===== config.mk =====
export PLATFORM = sky130hd
export DESIGN_NAME = prv_trap_sequencer
export DESIGN_NICKNAME = d
export VERILOG_FILES = /design/src/rtl/machine_mode_types_pkg.sv /design/src/rtl/prv_trap_prio.sv /design/src/rtl/prv_trap_sequencer.sv
export SDC_FILE = /design/constraint.sdc
export NUM_CORES = 1
export LEC_CHECK = 0
export CAP_MARGIN = 10
export CORE_MARGIN = 10
export CORE_UTILIZATION = 34
export DETAILED_ROUTE_END_ITERATION = 10
export PLACE_DENSITY = 0.83
export SLEW_MARGIN = 40
export SYNTH_ARGS = -nofsm -noshare
export SYNTH_HDL_FRONTEND = slang
export SYNTH_SLANG_ARGS = --single-unit

===== constraint.sdc =====
create_clock -name CLK -period 1.48 [get_ports CLK]
set_input_delay 0.296 -clock CLK [delete_from_list [all_inputs] [get_ports CLK]]
set_output_delay 0.296 -clock CLK [all_outputs]
set_load 0.005 [all_outputs]

===== src/rtl/machine_mode_types_pkg.sv =====
// Shared machine-mode trap types: sequencer states, mcause codes, helpers.
// Ports: none (package).
// Used by prv_trap_prio and prv_trap_sequencer.
package machine_mode_types_pkg;

  localparam int unsigned CODE_W = 31;

  typedef enum logic [1:0] {
    IDLE   = 2'd0,
    FLUSH  = 2'd1,
    COMMIT = 2'd2,
    RET    = 2'd3
  } trap_state_t;

  typedef enum logic [CODE_W-1:0] {
    EX_MAL_INSN   = 31'd0,
    EX_FAULT_INSN = 31'd1,
    EX_ILLEGAL    = 31'd2,
    EX_BREAKPOINT = 31'd3,
    EX_MAL_L      = 31'd4,
    EX_FAULT_L    = 31'd5,
    EX_MAL_S      = 31'd6,
    EX_FAULT_S    = 31'd7,
    EX_ENV_M      = 31'd11
  } ex_code_t;

  typedef enum logic [CODE_W-1:0] {
    INT_SOFT  = 31'd3,
    INT_TIMER = 31'd7,
    INT_EXT   = 31'd11
  } int_code_t;

  // mepc holds a word-aligned address; the low two bits never reach the CSR.
  function automatic logic [31:0] align_epc(input logic [31:0] pc);
    return {pc[31:2], 2'b00};
  endfunction

endpackage


===== src/rtl/prv_trap_prio.sv =====
// Combinational trap priority encoder: exception flags and enabled M-mode
// interrupts -> {valid, is_int, 31-bit cause code, badaddr_valid}.
// Ports: raw exception/interrupt flags and enables in; selected trap out. No state.
module prv_trap_prio
  import machine_mode_types_pkg::*;
#(
  parameter int unsigned RMGMT_W    = 2,
  parameter int unsigned RMGMT_BASE = 24
) (
  input  logic               fault_insn_i,
  input  logic               mal_insn_i,
  input  logic               illegal_insn_i,
  input  logic               breakpoint_i,
  input  logic               env_m_i,
  input  logic               mal_l_i,
  input  logic               fault_l_i,
  input  logic               mal_s_i,
  input  logic               fault_s_i,
  input  logic               ex_rmgmt_i,
  input  logic [RMGMT_W-1:0] ex_rmgmt_cause_i,
  input  logic               ext_int_i,
  input  logic               soft_int_i,
  input  logic               timer_int_i,
  input  logic [2:0]         mie_en_i,
  input  logic               mstatus_mie_i,
  output logic               vld_o,
  output logic               is_int_o,
  output logic [CODE_W-1:0]  code_o,
  output logic               badaddr_vld_o
);

  // Interrupt is only takeable when individually enabled and globally enabled.
  // Bit order follows mie: {meie, mtie, msie}.
  logic [2:0] int_pend;
  assign int_pend = {ext_int_i, timer_int_i, soft_int_i} & mie_en_i & {3{mstatus_mie_i}};

  always_comb begin
    vld_o         = 1'b1;
    is_int_o      = 1'b0;
    code_o        = '0;
    badaddr_vld_o = 1'b0;
    // Exceptions always beat interrupts.
    if (fault_insn_i) begin
      code_o        = EX_FAULT_INSN;
      badaddr_vld_o = 1'b1;
    end else if (mal_insn_i) begin
      code_o        = EX_MAL_INSN;
      badaddr_vld_o = 1'b1;
    end else if (illegal_insn_i) begin
      code_o = EX_ILLEGAL;
    end else if (breakpoint_i) begin
      code_o = EX_BREAKPOINT;
    end else if (env_m_i) begin
      code_o = EX_ENV_M;
    end else if (mal_l_i) begin
      code_o        = EX_MAL_L;
      badaddr_vld_o = 1'b1;
    end else if (fault_l_i) begin
      code_o        = EX_FAULT_L;
      badaddr_vld_o = 1'b1;
    end else if (mal_s_i) begin
      code_o        = EX_MAL_S;
      badaddr_vld_o = 1'b1;
    end else if (fault_s_i) begin
      code_o        = EX_FAULT_S;
      badaddr_vld_o = 1'b1;
    end else if (ex_rmgmt_i) begin
      code_o = CODE_W'(RMGMT_BASE) + CODE_W'(ex_rmgmt_cause_i);
    end else if (int_pend[2]) begin
      is_int_o = 1'b1;
      code_o   = INT_EXT;
    end else if (int_pend[0]) begin
      is_int_o = 1'b1;
      code_o   = INT_SOFT;
    end else if (int_pend[1]) begin
      is_int_o = 1'b1;
      code_o   = INT_TIMER;
    end else begin
      vld_o = 1'b0;
    end
  end

endmodule


===== src/rtl/prv_trap_sequencer.sv =====
// Trap/return sequencer for the privilege block: IDLE -> FLUSH (intr until
// pipe_clear) -> COMMIT (one-cycle CSR strobes) -> IDLE; mret via a one-cycle RET.
// Ports: exception/interrupt flags, CSR state, epc/badaddr, ret, pipe_clear in;
// intr, CSR write strobes and next values out. mip mirror runs independently.
module prv_trap_sequencer
  import machine_mode_types_pkg::*;
#(
  parameter int unsigned RMGMT_W    = 2,
  parameter int unsigned RMGMT_BASE = 24
) (
  input  logic               CLK,
  input  logic               nRST,
  input  logic               fault_insn,
  input  logic               mal_insn,
  input  logic               illegal_insn,
  input  logic               fault_l,
  input  logic               mal_l,
  input  logic               fault_s,
  input  logic               mal_s,
  input  logic               breakpoint,
  input  logic               env_m,
  input  logic               ex_rmgmt,
  input  logic [RMGMT_W-1:0] ex_rmgmt_cause,
  input  logic               ext_int,
  input  logic               soft_int,
  input  logic               timer_int,
  input  logic [2:0]         mie_en,
  input  logic               mstatus_mie,
  input  logic               mstatus_mpie,
  input  logic [31:0]        epc,
  input  logic [31:0]        badaddr,
  input  logic               ret,
  input  logic               pipe_clear,
  output logic               intr,
  output logic               mcause_rup,
  output logic               mepc_rup,
  output logic               mbadaddr_rup,
  output logic               mstatus_rup,
  output logic               mip_rup,
  output logic [31:0]        mcause_next,
  output logic [31:0]        mepc_next,
  output logic [31:0]        mbadaddr_next,
  output logic               mstatus_mie_next,
  output logic               mstatus_mpie_next,
  output logic [2:0]         mip_next
);

  logic              trap_vld;
  logic              trap_is_int;
  logic [CODE_W-1:0] trap_code;
  logic              trap_bad_vld;

  prv_trap_prio #(
    .RMGMT_W    (RMGMT_W),
    .RMGMT_BASE (RMGMT_BASE)
  ) u_prio (
    .fault_insn_i     (fault_insn),
    .mal_insn_i       (mal_insn),
    .illegal_insn_i   (illegal_insn),
    .breakpoint_i     (breakpoint),
    .env_m_i          (env_m),
    .mal_l_i          (mal_l),
    .fault_l_i        (fault_l),
    .mal_s_i          (mal_s),
    .fault_s_i        (fault_s),
    .ex_rmgmt_i       (ex_rmgmt),
    .ex_rmgmt_cause_i (ex_rmgmt_cause),
    .ext_int_i        (ext_int),
    .soft_int_i       (soft_int),
    .timer_int_i      (timer_int),
    .mie_en_i         (mie_en),
    .mstatus_mie_i    (mstatus_mie),
    .vld_o            (trap_vld),
    .is_int_o         (trap_is_int),
    .code_o           (trap_code),
    .badaddr_vld_o    (trap_bad_vld)
  );

  trap_state_t state_q, state_d;
  logic        latch_en;

  logic [31:0] cause_q;
  logic [31:0] epc_q;
  logic [31:0] badaddr_q;
  logic        bad_vld_q;
  logic [2:0]  mip_q;
  logic        mip_rup_q;

  // Next state. Only IDLE samples events; anything arriving mid-sequence is
  // dropped and will be re-raised by the pipeline.
  always_comb begin
    state_d  = state_q;
    latch_en = 1'b0;
    unique case (state_q)
      IDLE: begin
        if (trap_vld) begin
          state_d  = FLUSH;
          latch_en = 1'b1;
        end else if (ret) begin
          state_d = RET;
        end
      end
      FLUSH:   if (pipe_clear) state_d = COMMIT;
      COMMIT:  state_d = IDLE;
      RET:     state_d = IDLE;
      default: state_d = IDLE;
    endcase
  end

  // Outputs decoded from the registered state, so intr and strobes are glitch-free
  // and drop immediately on async reset.
  always_comb begin
    intr              = 1'b0;
    mcause_rup        = 1'b0;
    mepc_rup          = 1'b0;
    mbadaddr_rup      = 1'b0;
    mstatus_rup       = 1'b0;
    mstatus_mie_next  = 1'b0;
    mstatus_mpie_next = 1'b0;
    unique case (state_q)
      FLUSH: intr = 1'b1;
      COMMIT: begin
        mcause_rup        = 1'b1;
        mepc_rup          = 1'b1;
        mstatus_rup       = 1'b1;
        mbadaddr_rup      = bad_vld_q;
        // Push the interrupt-enable stack: mpie <- mie, mie <- 0.
        mstatus_mpie_next = mstatus_mie;
        mstatus_mie_next  = 1'b0;
      end
      RET: begin
        // Pop the stack: mie <- mpie, mpie <- 1.
        mstatus_rup       = 1'b1;
        mstatus_mie_next  = mstatus_mpie;
        mstatus_mpie_next = 1'b1;
      end
      default: ;
    endcase
  end

  always_ff @(posedge CLK or negedge nRST) begin
    if (!nRST) begin
      state_q   <= IDLE;
      cause_q   <= '0;
      epc_q     <= '0;
      badaddr_q <= '0;
      bad_vld_q <= 1'b0;
    end else begin
      state_q <= state_d;
      if (latch_en) begin
        cause_q   <= {trap_is_int, trap_code};
        epc_q     <= align_epc(epc);
        badaddr_q <= badaddr;
        bad_vld_q <= trap_bad_vld;
      end
    end
  end

  // mip mirror: registered copy of the raw lines, strobe on any change.
  always_ff @(posedge CLK or negedge nRST) begin
    if (!nRST) begin
      mip_q     <= '0;
      mip_rup_q <= 1'b0;
    end else begin
      mip_q     <= {ext_int, timer_int, soft_int};
      mip_rup_q <= ({ext_int, timer_int, soft_int} != mip_q);
    end
  end

  assign mcause_next   = cause_q;
  assign mepc_next     = epc_q;
  assign mbadaddr_next = badaddr_q;
  assign mip_next      = mip_q;
  assign mip_rup       = mip_rup_q;

endmodule


==> flow_summary.toml, run 1 <==
[clock_network]
cts_tree = "done"
worst_skew_pair.late_latency_ns = 0.34
cts.htree.levels = 3
numCtsBuffers = 9
clk_path_buf_depth = 2
clkSlewWorstSetupHoldPaths_ns = 0.08
clock_sink_count = 75
root_buffer = "sky130_fd_sc_hd__clkbuf_8"

[global_route]
grt_max_degree = 76
grt_pass1_vias = 3165
total_grt_overflow = 0
grt_use_total_pct = 16.1
grt_first_pass_wirelength_mm = 18.2
antenna_found_initial = 0

[die]
coreArea_sq_um = 9330
die_x_extent_um = 118
initial_utilization_pct = 35.3
die_height_um = 118
io_pins = 195
die-area_sq_um = 14000
rows = 35

[power]
power.ir.vdd_worst_uv = 649
powerDensity_nw_per_um2 = 1360
leakage_uw = 0.00295
power.total_uw = 8180

[sta]
final-hold-violation-count = 0
period_needed_ns = 1.74
report.final.setup_viol = 73
postLayoutSetupSlackWorst_ns = -0.264
hold_worst_slack_ns = 0.0681
fmax_mhz = 573
unrepaired_setup_endpoints_after_global_routing = "yes"
layout_worst_path_cycle_share_pct = 118
number_of_max_slew_violations_in_the_final_report = 0
worst_clock_skew_ns = 0.00761

[worst_setup_path]
worst_setup_sp_type = "input pin"
worstReg2RegEnd = "mbadaddr_next[4]$_DFFE_PN0P_"
setup.reg_to_reg.worst_slack_ns = -0.14
end_kind = "register"
criticalPathCategory = "input pin to register"
rr_worst_depth = 6
critPathRequiredTime_ns = 1.70
worstSetupStartpoint = "timer_int"
cp-endpoint = "mbadaddr_next[4]$_DFFE_PN0P_"
reg2reg_from = "state_q[1]$_DFFE_PN0P_"
worstPathArrival_ns = 1.96
path_max_fanout = 9

[route]
drt_first_pass_iters = 4
totalWireLength_mm = 11.7
drt_first_iter_violations = 64
vias = 2698
post-route-drc-count = 0
avgRoutedWirePerCell_um = 19.7
drt.antenna.violating_nets = 0
vias_per_cell = 4.53

[layout]
layout.filler_cells = 699
antenna_cells = 0
final_cell_area_sq_um = 6010
final_cell_count_no_fill = 595
share_of_post_route_cells_with_drive_strength_above_1_pct = 36.9
layout-area-overhead-vs-synth_pct = 82.3
final_net_count = 550

[status]
violations = "negative setup slack"
outcome = "complete, but fails checks"

[place]
place_area_sq_um = 5170
gp_congestion = 0.761
numPortBuffers = 164
placed_insts = 546
placement.setup.worst_slack_ns = -1.07
dpl.hpwl_mm = 7.76

[yosys]
yosysTopAreaCell = "sky130_fd_sc_hd__dfrtp_1"
yosys.cell_count.top_type = "sky130_fd_sc_hd__dfrtp_1"
synth-edff-count = 0
netlist_top_cells_area = "sky130_fd_sc_hd__dfrtp_1, sky130_fd_sc_hd__mux2_2, sky130_fd_sc_hd__mux2_1"
post_synth_most_frequent_cells = "sky130_fd_sc_hd__dfrtp_1, sky130_fd_sc_hd__mux2_2, sky130_fd_sc_hd__buf_4"
ys_seq_area_share_pct = 56.9
synth_warnings = 0
synth_largest_type_area_fraction_pct = 56.9
proportion_of_register_bits_with_asynchronous_set_or_reset_after_synthesis_pct = 100
yosys_register_bits = 75
postSynthAreaPerCell_sq_um = 14.0
syn_area_sq_um = 3300
synthFlopType = "sky130_fd_sc_hd__dfrtp_1"
syn-instance-count = 235
synthDistinctLibCells = 37

[worst_hold_path]
hp-class = "input pin to register"

[run]
cap_viol_max_count = 0
-- where the power goes --
part | switching (uW) | internal (uW) | total [uW]
clock | 774 | 943 | 1720
combinational | 1150 | 2270 | 3420
sequential | 360 | 2690 | 3050
-- worst min path at each step --
stage          startpoint                       endpoint  slack (ns)  cells after the start
2_1_floorplan        nRST          bad_vld_q$_DFFE_PN0P_      0.0004                      0
3_3_place_gp         nRST  mbadaddr_next[13]$_DFFE_PN0P_        0.35                      2
3_5_place_dp         nRST  mbadaddr_next[11]$_DFFE_PN0P_        0.35                      2
4_1_cts         timer_int          mip_next[1]$_DFF_PN0_        0.05                      1
5_1_grt         timer_int          mip_next[1]$_DFF_PN0_        0.05                      1
6_report        timer_int          mip_next[1]$_DFF_PN0_        0.07                      1
-- stage by stage --
step | setup TNS (ns) | utilization (%)
final | -16.16 | 64.4
after floorplan | -21.67 | -
after global routing | -19.54 | 64.4
after CTS | -14.11 | 63.9
after global placement | -63.89 | 55.4
after detailed placement | -72.79 | 55.4
-- cell type report --
cell class                      count  area (sq um)  share of cell area [%]
Clock buffer                        9           124                    2.06
Timing Repair Buffer              227          2230                    37.2
Sequential cell                    75          1880                    31.2
Multi-Input combinational cell    148          1520                    25.3
Inverter                            1          3.75                  0.0624
Clock inverter                      6          88.8                    1.48
Tap cell                          129           161                    2.69
-- worst max-delay path, cell delays in order --
cell,delay (ns)
sky130_fd_sc_hd__buf_8,0.10
sky130_fd_sc_hd__a222oi_1,0.44
sky130_fd_sc_hd__nor2b_2,0.12
sky130_fd_sc_hd__o31ai_4,0.27
sky130_fd_sc_hd__buf_12,0.15
sky130_fd_sc_hd__buf_12,0.13
sky130_fd_sc_hd__buf_16,0.15
sky130_fd_sc_hd__mux2_4,0.30
-- cell usage in the layout (no fill, tap or decap), types with 3 or more instances in the layout --
cell type                         count
sky130_fd_sc_hd__clkdlybuf4s50_1     69
sky130_fd_sc_hd__buf_4               39
sky130_fd_sc_hd__dlygate4sd2_1       75
sky130_fd_sc_hd__clkbuf_8             9
sky130_fd_sc_hd__o21ai_0              3
sky130_fd_sc_hd__a21oi_1              4
sky130_fd_sc_hd__clkdlybuf4s15_1      4
sky130_fd_sc_hd__xnor2_1              3
sky130_fd_sc_hd__buf_16               3
sky130_fd_sc_hd__nand2b_1             3
sky130_fd_sc_hd__buf_12               9
sky130_fd_sc_hd__nand2_1              4
sky130_fd_sc_hd__buf_2                7
sky130_fd_sc_hd__dfrtp_1             74
sky130_fd_sc_hd__mux2_4              66
sky130_fd_sc_hd__buf_6               16
sky130_fd_sc_hd__conb_1              28
-- timing repair --
action,CTS,global route
endpoints found under the setup margin,150,74
buffers inserted,27,4
hold buffers,1,0
hold endpoints to repair,75,0
pin swaps,7,3
gates cloned,5,1
resized for setup,230,23
-- routing by layer --
metal  track usage (%)  part of all wire, %
met1              18.3                   41
met5                 0                    0
met3              6.57                  9.1
met4              5.04                  1.3
met2              27.2                   49
-- registers in the layout, summed over array words and instances, names as in the netlist --
register and count:
mbadaddr_next 32, bad_vld_q 1, mepc_next 30, mcause_next 6, mip_rup 1, mip_next 3
state_q 2
-- kinds of logic (layout without fill, tap and decap cells) --
logic type,Yosys count,after routing,synth area share [%]
buffers and inverters,39,243,8.99
xor gates and xnor gates,3,3,0.797
other,1,28,0.114
AOI/OAI and AO/OA,21,21,5.05
and+or+nand+nor,29,29,5.27
muxes,67,67,22.8
DFF,75,75,56.9
No activity file was read; power rests on OpenSTA's default activity.
==> run 2: changes to the inputs <==
--- a/config.mk
+++ b/config.mk
@@ -10,5 +10,5 @@
 export CORE_UTILIZATION = 34
 export DETAILED_ROUTE_END_ITERATION = 10
-export PLACE_DENSITY = 0.83
+export PLACE_DENSITY_LB_ADDON = 0.08
 export SLEW_MARGIN = 40
 export SYNTH_ARGS = -nofsm -noshare
==> constraint.sdc (replaced) <==
create_clock -name CLK -period 1.48 [get_ports CLK]
set_input_delay 0.296 -clock CLK [delete_from_list [all_inputs] [get_ports CLK]]
set_output_delay 0.296 -clock CLK [all_outputs]
set_load 0.02 [all_outputs]
==> run 2 against run 1 <==
Cell area fell by 1.3%. Highest routed layer unchanged. Largest cell class unchanged. Worst hold slack better by 0.048 ns. Largest power group unchanged. First-iteration DRC count is 48% higher. Clock power fell by 9.9%. Maximum frequency fell by 1.7%. The run still ends with negative setup slack left. Critical path depth unchanged. Utilization shrank 0.85 points.
==> flow_summary.toml, run 2 (synthesis results as in run 1) <==
[sta]
layout_worst_path_cycle_share_pct = 120
number_of_max_slew_violations_in_the_final_report = 0
final-hold-violation-count = 0
period_needed_ns = 1.77
postLayoutSetupSlackWorst_ns = -0.294
unrepaired_setup_endpoints_after_global_routing = "yes"
fmax_mhz = 564
worst_clock_skew_ns = 0.0145
report.final.setup_viol = 71

[power]
leakage_uw = 0.00288
power.ir.vdd_worst_uv = 658
powerDensity_nw_per_um2 = 1440
power.total_uw = 8560

[layout]
layout.filler_cells = 774
final_net_count = 552
largest_reg_flops = 32
layout-area-overhead-vs-synth_pct = 79.9
most_common_cell_after_layout_fill_and_taps_aside = "sky130_fd_sc_hd__dlygate4sd2_1"
share_of_post_route_cells_with_drive_strength_above_1_pct = 36.2
antenna_cells = 0
final_cell_area_sq_um = 5930
mostFrequentLayoutCells = "sky130_fd_sc_hd__dlygate4sd2_1, sky130_fd_sc_hd__dfrtp_1, sky130_fd_sc_hd__clkdlybuf4s50_1"

[clock_network]
clkSlewWorstSetupHoldPaths_ns = 0.08
numCtsBuffers = 9
cts.htree.levels = 3
clock_sink_count = 75
root_buffer = "sky130_fd_sc_hd__clkbuf_8"
worst_skew_pair.late_latency_ns = 0.35
cts_tree = "done"
clk_path_buf_depth = 2

[status]
outcome = "complete, but fails checks"
violations = "negative setup slack"

[global_route]
grtUsageMet2_pct = 24.8
grt_pass1_vias = 3051
grt_use_total_pct = 15.1
globalRoute.busiestLayer = "met2"
total_grt_overflow = 0
use_met1_pct = 17.7
grt_max_degree = 31
antenna_found_initial = 0
grt_first_pass_wirelength_mm = 17.2
grtUsageMet3_pct = 6.33

[die]
die_height_um = 118
rows = 35
initial_utilization_pct = 35.3
io_pins = 195
coreArea_sq_um = 9330
die_x_extent_um = 118
die-area_sq_um = 14000

[place]
place_area_sq_um = 5280
dpl.hpwl_mm = 7.75
numPortBuffers = 164
gp_congestion = 0.760

[worst_hold_path]
hp-class = "input pin to register"

[route]
post-route-drc-count = 0
drt_first_iter_violations = 95
drt.antenna.violating_nets = 0
avgRoutedWirePerCell_um = 18.0
drt_first_pass_iters = 4
totalWireLength_mm = 10.8
vias_per_cell = 4.47
vias = 2676

[worst_setup_path]
end_kind = "register"
worst_setup_sp_type = "input pin"
worstPathArrival_ns = 1.99
criticalPathCategory = "input pin to register"
path_max_fanout = 6
critPathRequiredTime_ns = 1.70

[run]
cap_viol_max_count = 0
[run 2: cell types whose count changed in the layout (fill, tap and decap cells not counted), sizes merged]
cell	change
clkbuf	+4
buf	+3
clkdlybuf4s15	-3
clkinv	+2
bufinv	-1
clkinvlp	-1
dlygate4sd2	-1
[run 2: power by group]
group	internal, uW	switching, uW
combinational	2120	1890
sequential	2690	323
clock	783	764
total	5590	2970
[run 2: per-stage QoR]
| stage | setup slack [ns] | util [%] | cells | TNS, ns | hold WS [ns] |
|---|---|---|---|---|---|
| after global placement | -0.970 | 56.6 | 553 | -65.83 | 0.223 |
| after global routing | -0.364 | 63.6 | 598 | -23.20 | 0.0994 |
| after floorplan | -0.382 | - | 262 | -21.67 | 0.000409 |
| final | -0.294 | 63.6 | 598 | -17.63 | 0.116 |
| after detailed placement | -1.02 | 56.6 | 553 | -68.78 | 0.229 |
| after CTS | -0.282 | 63.1 | 598 | -14.61 | 0.0993 |
[run 2: per-layer routing]
| layer | up-vias | routed length, um |
|---|---|---|
| li1 | 1246 | - |
| met1 | 1304 | 4410 |
| met2 | 115 | 5210 |
| met3 | 11 | 1030 |
| met4 | 0 | 117 |
| met5 | - | 0 |
[run 2: critical path, cell delays in order]
cell and delay (ns):
sky130_fd_sc_hd__buf_6 0.09, sky130_fd_sc_hd__a222oi_1 0.44, sky130_fd_sc_hd__nor2b_2 0.11, sky130_fd_sc_hd__o31ai_4 0.31, sky130_fd_sc_hd__buf_12 0.15, sky130_fd_sc_hd__buf_12 0.13
sky130_fd_sc_hd__clkbuf_16 0.15, sky130_fd_sc_hd__mux2_4 0.29
[run 2: layout make-up]
type | instances | area [sq um] | share of cell area, %
timing repair buffer | 229 | 2230 | 37.6
sequential | 75 | 1880 | 31.7
multi-input combinational | 148 | 1470 | 24.7
tap | 129 | 161 | 2.72
clock buffer | 10 | 128 | 2.15
clock inverter | 6 | 65.1 | 1.10
inverter | 1 | 3.75 | 0.0633
[run 2: timing repair]
item,in CTS,in global routing
resized for setup,221,26
setup buffers,28,5
endpoints found under the setup margin,150,76
pin swaps,7,9
hold buffers,1,0
endpoints found under the hold margin,21,0
cloned,3,1
[run 2: worst paths after layout]
path                                                     from                             to  slack, ns  cells past startpoint
worst min-delay path                                 soft_int          mip_next[0]$_DFF_PN0_       0.12                      1
min in group asynchronous                                nRST  mbadaddr_next[25]$_DFFE_PN0P_       0.40                      2
worst min register to register  mbadaddr_next[11]$_DFFE_PN0P_  mbadaddr_next[11]$_DFFE_PN0P_       0.49                      1
max in group asynchronous                                nRST      mepc_next[11]$_DFFE_PN0P_       0.59                      3
worst max register to register         state_q[1]$_DFFE_PN0P_       mepc_next[3]$_DFFE_PN0P_      -0.14                      6
worst max-delay path                                timer_int       mepc_next[3]$_DFFE_PN0P_      -0.29                      8
==> run 3: changes to the inputs <==
- CELL_PAD_IN_SITES_DETAIL_PLACEMENT: not set -> 0
- CELL_PAD_IN_SITES_GLOBAL_PLACEMENT: not set -> 1
- CORE_UTILIZATION: 34 -> 26
- TNS_END_PERCENT: not set -> 10
==> run 3 against run 2 <==
The flow still finishes with violations (negative setup slack). Sequential power barely moved. Maximum frequency rose by 3.3%. Global-route usage fell by 2.9 points. Worst setup slack improved by 0.056 ns. Worst hold slack improved by 0.049 ns. Non-clock buffer count fell by 14. Largest cell class unchanged.
==> flow_summary.toml, run 3 (synthesis results as in run 1) <==
[status]
outcome = "complete, but fails checks"
violations = "negative setup slack"

[die]
rows = 41
die-area_sq_um = 17600
coreArea_sq_um = 12500
initial_utilization_pct = 26.3
die_height_um = 133
io_pins = 195
die_x_extent_um = 133

[global_route]
grt_pass1_vias = 2917
antenna_found_initial = 0
grt_use_total_pct = 12.3
grt_max_degree = 31
grt_first_pass_wirelength_mm = 16.9
total_grt_overflow = 0

[power]
powerDensity_nw_per_um2 = 1560
power.ir.vdd_worst_uv = 545
leakage_uw = 0.00294

[clock_network]
root_buffer = "sky130_fd_sc_hd__clkbuf_16"
cts.htree.levels = 3
worst_skew_pair.late_latency_ns = 0.34
clkSlewWorstSetupHoldPaths_ns = 0.06
clock_sink_count = 75
numCtsBuffers = 9
clk_path_buf_depth = 2
cts_tree = "done"

[worst_setup_path]
path_max_fanout = 8
setup.reg_to_reg.worst_slack_ns = -0.11
critPathRequiredTime_ns = 1.70
worstPathArrival_ns = 1.94
path_cells = "buf_6 -> a222oi_1 -> buf_4 -> nor2b_4 -> o31ai_4 -> buf_12 -> clkbuf_16 -> mux2_4"
rr_worst_depth = 7
timing.critical_path.buf_inv = 4
timing.critical_path.slowest_stage_cell = "sky130_fd_sc_hd__a222oi_1"
reg2reg_from = "state_q[0]$_DFFE_PN0P_"
timing.critical_path.max_delay_family = "buffers and inverters"
worst_setup_sp_type = "input pin"
end_kind = "register"
critical-path-max-stage-delay_ns = 0.31
worstReg2RegEnd = "mbadaddr_next[3]$_DFFE_PN0P_"
criticalPathCategory = "input pin to register"

[sta]
unrepaired_setup_endpoints_after_global_routing = "yes"
layout_worst_path_cycle_share_pct = 116
worst_clock_skew_ns = 0.00482
hold_worst_slack_ns = 0.165
fmax_mhz = 582
period_needed_ns = 1.72
report.final.setup_viol = 71
number_of_max_slew_violations_in_the_final_report = 0
final-hold-violation-count = 0
postLayoutSetupSlackWorst_ns = -0.238

[layout]
final_net_count = 538
multiInputGateArea_sq_um = 1520
layout-area-overhead-vs-synth_pct = 83.8
antenna_cells = 0
final_cell_area_sq_um = 6060
final_cell_count_no_fill = 627
mostFrequentLayoutCells = "sky130_fd_sc_hd__dfrtp_1, sky130_fd_sc_hd__dlygate4sd2_1, sky130_fd_sc_hd__clkdlybuf4s50_1"
regArea_sq_um = 1880
layout.filler_cells = 1172
largest_reg_flops = 32
share_of_post_route_cells_with_drive_strength_above_1_pct = 35.2

[worst_hold_path]
hold_path.startpoint = "timer_int"
worst_hold_path.endpoint = "mip_next[1]$_DFF_PN0_"
worstHoldPathCells = 2
hp-class = "input pin to register"

[route]
drt.antenna.violating_nets = 0
drt_first_pass_iters = 4
post-route-drc-count = 0
vias = 2603
vias_per_cell = 4.15
totalWireLength_mm = 11.0
drt_first_iter_violations = 91
avgRoutedWirePerCell_um = 17.6

[place]
place_area_sq_um = 5330
dpl.hpwl_mm = 8.20
numPortBuffers = 164
placement.setup.worst_slack_ns = -0.956
placed_insts = 596
gp_congestion = 0.710

[run]
cap_viol_max_count = 0
run 3: cell count changes in the layout (fill, tap and decap cells not counted), sizes merged:
cell / previous run / this run
clkbuf: 14 / 12
dlygate4sd2: 74 / 75
buf: 79 / 64
bufinv: 1 / 2
clkinvlp: 1 / 0
clkdlybuf4s15: 2 / 4
run 3: worst max path at each step:
stage / depth (start not counted) / end / slack (ns) / startpoint
2_1_floorplan: 6 / mbadaddr_next[29]$_DFFE_PN0P_ / -0.38 / timer_int
3_3_place_gp: 7 / mepc_next[11]$_DFFE_PN0P_ / -0.94 / timer_int
3_5_place_dp: 7 / mbadaddr_next[25]$_DFFE_PN0P_ / -0.96 / timer_int
4_1_cts: 9 / mbadaddr_next[21]$_DFFE_PN0P_ / -0.21 / mie_en[1]
5_1_grt: 8 / mbadaddr_next[13]$_DFFE_PN0P_ / -0.29 / soft_int
6_report: 8 / mbadaddr_next[13]$_DFFE_PN0P_ / -0.24 / timer_int
run 3: power breakdown:
group          total (uW)  switching (uW)  internal (uW)
clock                2420             890           1530
combinational        4020            1880           2140
sequential           3010             321           2690
run 3: per-layer routing:
| metal | global-route usage [%] | vias up | wire [um] | part of all wire, % |
|---|---|---|---|---|
| met3 | 5.56 | 11 | 935 | 8.5 |
| met4 | 4.95 | 0 | 157 | 1.4 |
| met1 | 13.2 | 1283 | 4350 | 39 |
| li1 | - | 1210 | - | - |
| met2 | 20.5 | 99 | 5600 | 51 |
| met5 | 0 | - | 0 | 0 |
run 3: cell type report:
type / count / area share [%]
well taps: 172 / 3.55
clock inverters: 6 / 1.45
clock buffers: 10 / 3.94
flip-flops and latches: 75 / 31.0
multi-input cells: 148 / 25.1
inverters: 1 / 0.0619
repair buffers: 215 / 34.9
run 3: what timing repair did:
item	4_1_cts	5_1_grt
hold buffers	1	0
setup endpoints to repair	150	75
cloned	2	2
gates resized for setup	212	32
endpoints found under the hold margin	28	0
pin swaps	6	4
setup buffers	11	0
run 3: worst reg2reg max path, cell delays in order (launching register included):
cell,delay (ns)
sky130_fd_sc_hd__dfrtp_1,0.42
sky130_fd_sc_hd__buf_6,0.16
sky130_fd_sc_hd__nor2_4,0.12
sky130_fd_sc_hd__o31ai_4,0.11
sky130_fd_sc_hd__buf_6,0.14
sky130_fd_sc_hd__buf_16,0.13
sky130_fd_sc_hd__buf_8,0.12
sky130_fd_sc_hd__mux2_4,0.29
run 3: metrics by stage:
step | power (uW) | utilization (%) | setup TNS (ns)
after floorplan | 4810 | - | -21.75
after global placement | 6800 | 42.6 | -64.73
after detailed placement | 6830 | 42.6 | -65.52
after CTS | 9360 | 47.2 | -9.81
after global routing | 9980 | 48.4 | -17.80
final | 9440 | 48.4 | -13.43
